## src/rtl/coriolis_ker1_subker1_offbuf.sv

```systemverilog
// coriolis_ker1_subker1_offbuf: pairs x[i] with x[i+OFFSET] for the ker1/subker1 adder.
// Define OFFBUF_CLAMP_EN to pad the lookahead stream with the last element instead of 0.
module coriolis_ker1_subker1_offbuf #(
    parameter int STREAMW = 34,
    parameter int OFFSET  = 16,
    parameter int NELEM   = 1024
) (
    input  logic               clk,
    input  logic               rst,
    input  logic [STREAMW-1:0] in1_s0,
    input  logic               ivalid,
    output logic               iready,
    output logic [STREAMW-1:0] out1_s0,
    output logic [STREAMW-1:0] out2_s0,
    output logic               ovalid_out1_s0,
    output logic               ovalid_out2_s0,
    input  logic               oready,
    output logic               eos
);
    localparam int CW = $clog2(NELEM + 1);
    localparam int PW = (OFFSET > 1) ? $clog2(OFFSET) : 1;
    localparam logic [CW-1:0] OFF_C   = CW'(OFFSET);
    localparam logic [CW-1:0] NEL_C   = CW'(NELEM);
    localparam logic [CW-1:0] LAST_C  = CW'(NELEM - 1);
    localparam logic [PW-1:0] PTR_MAX = PW'(OFFSET - 1);

    typedef enum logic [1:0] {FILL, RUN, DRAIN} state_t;

    state_t             state_q, state_d;
    logic [CW-1:0]      in_cnt_q, in_cnt_d, out_cnt_q, out_cnt_d;
    logic [PW-1:0]      ptr_q, ptr_d;
    logic               obuf_v_q, obuf_v_d, eos_q, eos_d;
    logic [STREAMW-1:0] out1_q, out1_d, out2_q, out2_d, pad;
    logic [STREAMW-1:0] mem_q [OFFSET];
    logic               adv, acc, load, last;

`ifdef OFFBUF_CLAMP_EN
    logic [STREAMW-1:0] last_x_q, last_x_d;
    always_comb last_x_d = acc ? in1_s0 : last_x_q;
    always_ff @(posedge clk) last_x_q <= rst ? '0 : last_x_d;
    assign pad = last_x_q;
`else
    assign pad = '0;
`endif

    // RUN loads a pair per accept; DRAIN loads a padded pair per output slot
    always_comb begin
        adv       = ~obuf_v_q | oready;
        iready    = (state_q == FILL) | ((state_q == RUN) & adv);
        acc       = ivalid & iready;
        load      = (state_q == RUN) ? acc : ((state_q == DRAIN) & adv);
        last      = (state_q == DRAIN) & (out_cnt_q == LAST_C);
        ptr_d     = (acc | load) ? ((ptr_q == PTR_MAX) ? '0 : ptr_q + PW'(1)) : ptr_q;
        in_cnt_d  = acc ? in_cnt_q + CW'(1) : in_cnt_q;
        out_cnt_d = load ? out_cnt_q + CW'(1) : out_cnt_q;
        out1_d    = load ? mem_q[ptr_q] : out1_q;
        out2_d    = load ? ((state_q == DRAIN) ? pad : in1_s0) : out2_q;
        obuf_v_d  = load | (obuf_v_q & ~oready);
        eos_d     = load ? last : (eos_q & ~(obuf_v_q & oready));
        state_d   = state_q;
        if ((state_q == FILL) && acc && (in_cnt_d == OFF_C)) state_d = RUN;
        if ((state_q == RUN) && acc && (in_cnt_d == NEL_C)) state_d = DRAIN;
        if (load && last) begin
            state_d   = FILL;
            in_cnt_d  = '0;
            out_cnt_d = '0;
            ptr_d     = '0;
        end
    end

    always_ff @(posedge clk) begin
        if (rst) begin
            state_q   <= FILL;
            in_cnt_q  <= '0;
            out_cnt_q <= '0;
            ptr_q     <= '0;
            obuf_v_q  <= 1'b0;
            eos_q     <= 1'b0;
            out1_q    <= '0;
            out2_q    <= '0;
        end else begin
            state_q   <= state_d;
            in_cnt_q  <= in_cnt_d;
            out_cnt_q <= out_cnt_d;
            ptr_q     <= ptr_d;
            obuf_v_q  <= obuf_v_d;
            eos_q     <= eos_d;
            out1_q    <= out1_d;
            out2_q    <= out2_d;
        end
    end

    // Read-before-write: the slot read for out1 is refilled with the newest element
    always_ff @(posedge clk) if (acc) mem_q[ptr_q] <= in1_s0;

    assign out1_s0        = out1_q;
    assign out2_s0        = out2_q;
    assign ovalid_out1_s0 = obuf_v_q;
    assign ovalid_out2_s0 = obuf_v_q;
    assign eos            = eos_q;
endmodule

```

## config.mk

```make
export PLATFORM = sky130hd
export DESIGN_NAME = coriolis_ker1_subker1_offbuf
export DESIGN_NICKNAME = d
export VERILOG_FILES = /design/src/rtl/coriolis_ker1_subker1_offbuf.sv
export SDC_FILE = /design/constraint.sdc
export NUM_CORES = 1
export LEC_CHECK = 0
export ABC_AREA = 1
export CORE_UTILIZATION = 54
export DETAILED_ROUTE_END_ITERATION = 12
export PLACE_DENSITY_LB_ADDON = 0.08
export SETUP_SLACK_MARGIN = 0.3
export SYNTH_ARGS = -nofsm -noshare
export SYNTH_HDL_FRONTEND = slang
export SYNTH_SLANG_ARGS = --single-unit
```

## constraint.sdc

```tcl
create_clock -name clk -period 9.1 [get_ports clk]
set_clock_uncertainty 0.2 [all_clocks]
set_input_delay 1.365 -clock clk [delete_from_list [all_inputs] [get_ports clk]]
set_output_delay 1.365 -clock clk [all_outputs]
set_load 0.03 [all_outputs]
```

==> summary.txt <==
Finish
  • Share of layout cells above drive strength 1: under 10%
  • Register Area: between 15000 and 20000 sq um
  • Area of the multi-input gates: 5840 sq um
  • Syn-to-layout area delta: 15.1%
  • Final instance area: roughly 28000 sq um
  • Finished Layout Cells: between 2000 and 3000
  • Ant. Diodes: 0
  • Fill cell count: roughly 3500
  • Fin nets: 2074
  • Finished Core Util: a little over three fifths

Logic synthesis
  • Syn nets: between 1500 and 2000
  • Post-Syn Area: roughly 25000 sq um
  • Ys Warns: 0
  • Post-synth ARST share: 0%
  • Post-synthesis cell type count: 35
  • Post-synth top cells: edfxtp_1 (544), nor2_1 (344), o21ai_0 (303), o22ai_1 (137), nand2_1 (135)
  • Seq/Total Area, Yosys: between 70% and 80%
  • Ys flop type: edfxtp_1
  • #FFs+latches synth: approximately 640
  • Synth top area share: 66.1%
  • Synth Instances: between 1500 and 2000
  • Yosys top cell by area: edfxtp_1
  • EDFF count, synth: between 500 and 600
  • Synthesized area per cell: between 10 and 15 sq um
  • Top-count cell post-synth: edfxtp_1
  • Synth area leaders: edfxtp_1 (66%), dfxtp_1 (7.9%), o21ai_0 (6.1%)

Route
  • Iteration count of the initial detailed-routing pass: 5
  • Routed wl met2: ~28000 um
  • Final wirelength: between 50000 and 60000 um
  • Remaining antenna violation count: 0
  • Met3 routed wirelength: 2920 um
  • Routed len/inst: roughly 22 um
  • M1 WL: around 26000 um
  • Vias per Instance: about 5.8
  • DRC viols: 0
  • Routed vias: approximately 16000
  • Top Metal Used: met4
  • DR iter-0 viols: roughly 1400

Timing
  • Relative slew slack: 30.7%
  • Final setup viols: 0
  • Fin crit share: between 40% and 50%
  • Hold Fails Final Rpt: 0
  • F_max: ~230 MHz
  • TNS Setup: 0 ns
  • Worst hold margin: about 0.26 ns
  • Least-Margin Pin Slew: slightly above 1 ns
  • Min cycle time layout: ~4.3 ns
  • RSZ-0062 raised after global routing: false
  • Final WS setup: approximately 4.8 ns
  • Fin. max-slew vios: 0

Clock tree
  • CTS Sinks: roughly 640
  • Clk slew on worst S/H paths: ~0.060 ns
  • Max Root-Sink Buffers: 3
  • Worst skew pair latency: approximately 0.60 ns
  • Hold Buf Count CTS: 0
  • Clock tree root buffer cell: clkbuf_16
  • CTS H-tree depth: 3
  • Post_cts resized: 0
  • Postcts setup bufs: 0
  • Total CTS buffers: 67
  • TritonCTS clock tree: built

Setup path
  • Worst Setup SP: oready
  • R2R Path Start: ptr_q[1]
  • CP endpoint: iready
  • Critical path arrival: about 2.8 ns
  • Critical path fanouts, max: 2
  • R2R Path End: mem_q[12][10]
  • Type of the worst setup path: input pin to output pin
  • Startpoint types: input pin
  • CP required: between 7 and 8 ns
  • Worst reg-to-reg path cell count: 6
  • R2R setup slack: about 5.7 ns
  • CP Capture Type: output pin

GRT
  • Total track usage: between 20% and 30%
  • Vias in the first global route: 15200
  • Overflow after GRT: 0
  • Initial antenna violation count: 0
  • Largest net degree at the start of global routing: between 100 and 150
  • First-pass GRT wire length: approximately 90000 um

Die
  • I/O pin count: 110
  • Die area: between 40000 and 50000 sq um
  • Core ar.: 45300 sq um
  • Starting density of the core: 54.6%
  • Die width: between 200 and 250 um
  • Row count: 78
  • DIE HEIGHT: 216 um

Pwr
  • Worst vdd ir: 150 uV
  • Total power: 6.19 mW
  • Pleak: just over 9 nW
  • PwrDens: 217 nW/um^2

Placed design
  • Placed insts: about 2600
  • Placement Cell Area: 26400 sq um
  • GPL Wtd Cong: roughly 0.77
  • Post-DP HPWL: about 29000 um
  • Dpl ws: around 4.4 ns
  • Port-buffer cells: ~110

Status
  • Run status: completed

Run
  • Max-cap viol count: 0

Worst hold path
  • Hold Path Class: flip-flop to flip-flop
-- layout make-up --
class                      instances  share of cell area (%)
clock buffer                     100                    6.69
clock inverter                    24                   0.669
inverter                          35                   0.493
multi-input combinational       1144                    20.5
sequential                       642                    64.3
tap                              600                    2.64
timing repair buffer             140                    4.64
-- worst min path at each step --
| stage | from | endpoint | slack, ns | depth (start not counted) |
|---|---|---|---|---|
| floorplan | out_cnt_q[1] | out_cnt_q[1] | 0.26 | 2 |
| global placement | out2_s0[32] | out2_s0[32] | 0.25 | 2 |
| detailed placement | out2_s0[33] | out2_s0[33] | 0.25 | 2 |
| CTS | out2_s0[33] | out2_s0[33] | 0.26 | 2 |
| global route | out2_s0[7] | out2_s0[7] | 0.28 | 2 |
| finish | out2_s0[24] | out2_s0[24] | 0.26 | 2 |
-- routing by layer --
layer / GRT usage, % / vias up
met4: 6.53 / 0
met2: 41.8 / 413
met3: 3.40 / 64
li1: - / 7336
met5: 0 / -
met1: 35.7 / 7855
-- where the power goes --
| part | total, mW | leakage, nW | switching (mW) | internal (mW) |
|---|---|---|---|---|
| registers | 3.23 | 5.71 | 0.0132 | 3.22 |
| logic | 0.355 | 2.59 | 0.246 | 0.109 |
| clock network | 2.60 | 1.02 | 1.09 | 1.51 |
-- flip-flops by register name, indices dropped and copies added, names as in the netlist --
name and flops:
ptr_q 4, mem_q 544, in_cnt_q 11, state_q 2, out1_s0 34, out2_s0 34
eos 1, out_cnt_q 11, ovalid_out1_s0 1
-- logic make-up after synthesis --
kind of cell | synth area share, %
buffers and inverters | 2.89
xor gates and xnor gates | 0.319
and+or+nand+nor | 8.52
DFF | 74.0
adders and majority gates | 0.304
AOI/OAI and AO/OA | 14.0
-- cell usage in the layout (no fill, tap or decap), types with 4 or more instances in the layout --
| cell type | count |
|---|---|
| a21oi_1 | 86 |
| edfxtp_1 | 544 |
| ha_1 | 6 |
| clkinv_1 | 11 |
| nor2_1 | 330 |
| nand3_1 | 12 |
| nor2_4 | 16 |
| nand4_1 | 5 |
| nor3_1 | 4 |
| clkbuf_1 | 25 |
| nor2_2 | 5 |
| o21ai_1 | 4 |
| o22ai_1 | 137 |
| clkdlybuf4s50_1 | 108 |
| a22o_1 | 68 |
| clkbuf_8 | 6 |
| inv_1 | 29 |
| buf_4 | 31 |
| inv_6 | 4 |
| dfxtp_1 | 96 |
| clkbuf_16 | 69 |
| o21ai_0 | 303 |
| xor2_1 | 6 |
| clkinv_2 | 7 |
| nand2_2 | 6 |
| nand2_1 | 135 |
-- worst max-delay path: stages --
cell	delay [ns]
clkdlybuf4s50_1	0.48
inv_1	0.06
nand3_2	0.09
nand2_1	0.06
inv_1	0.05
clkdlybuf4s50_1	0.65
No activity file was read; power rests on OpenSTA's default activity.
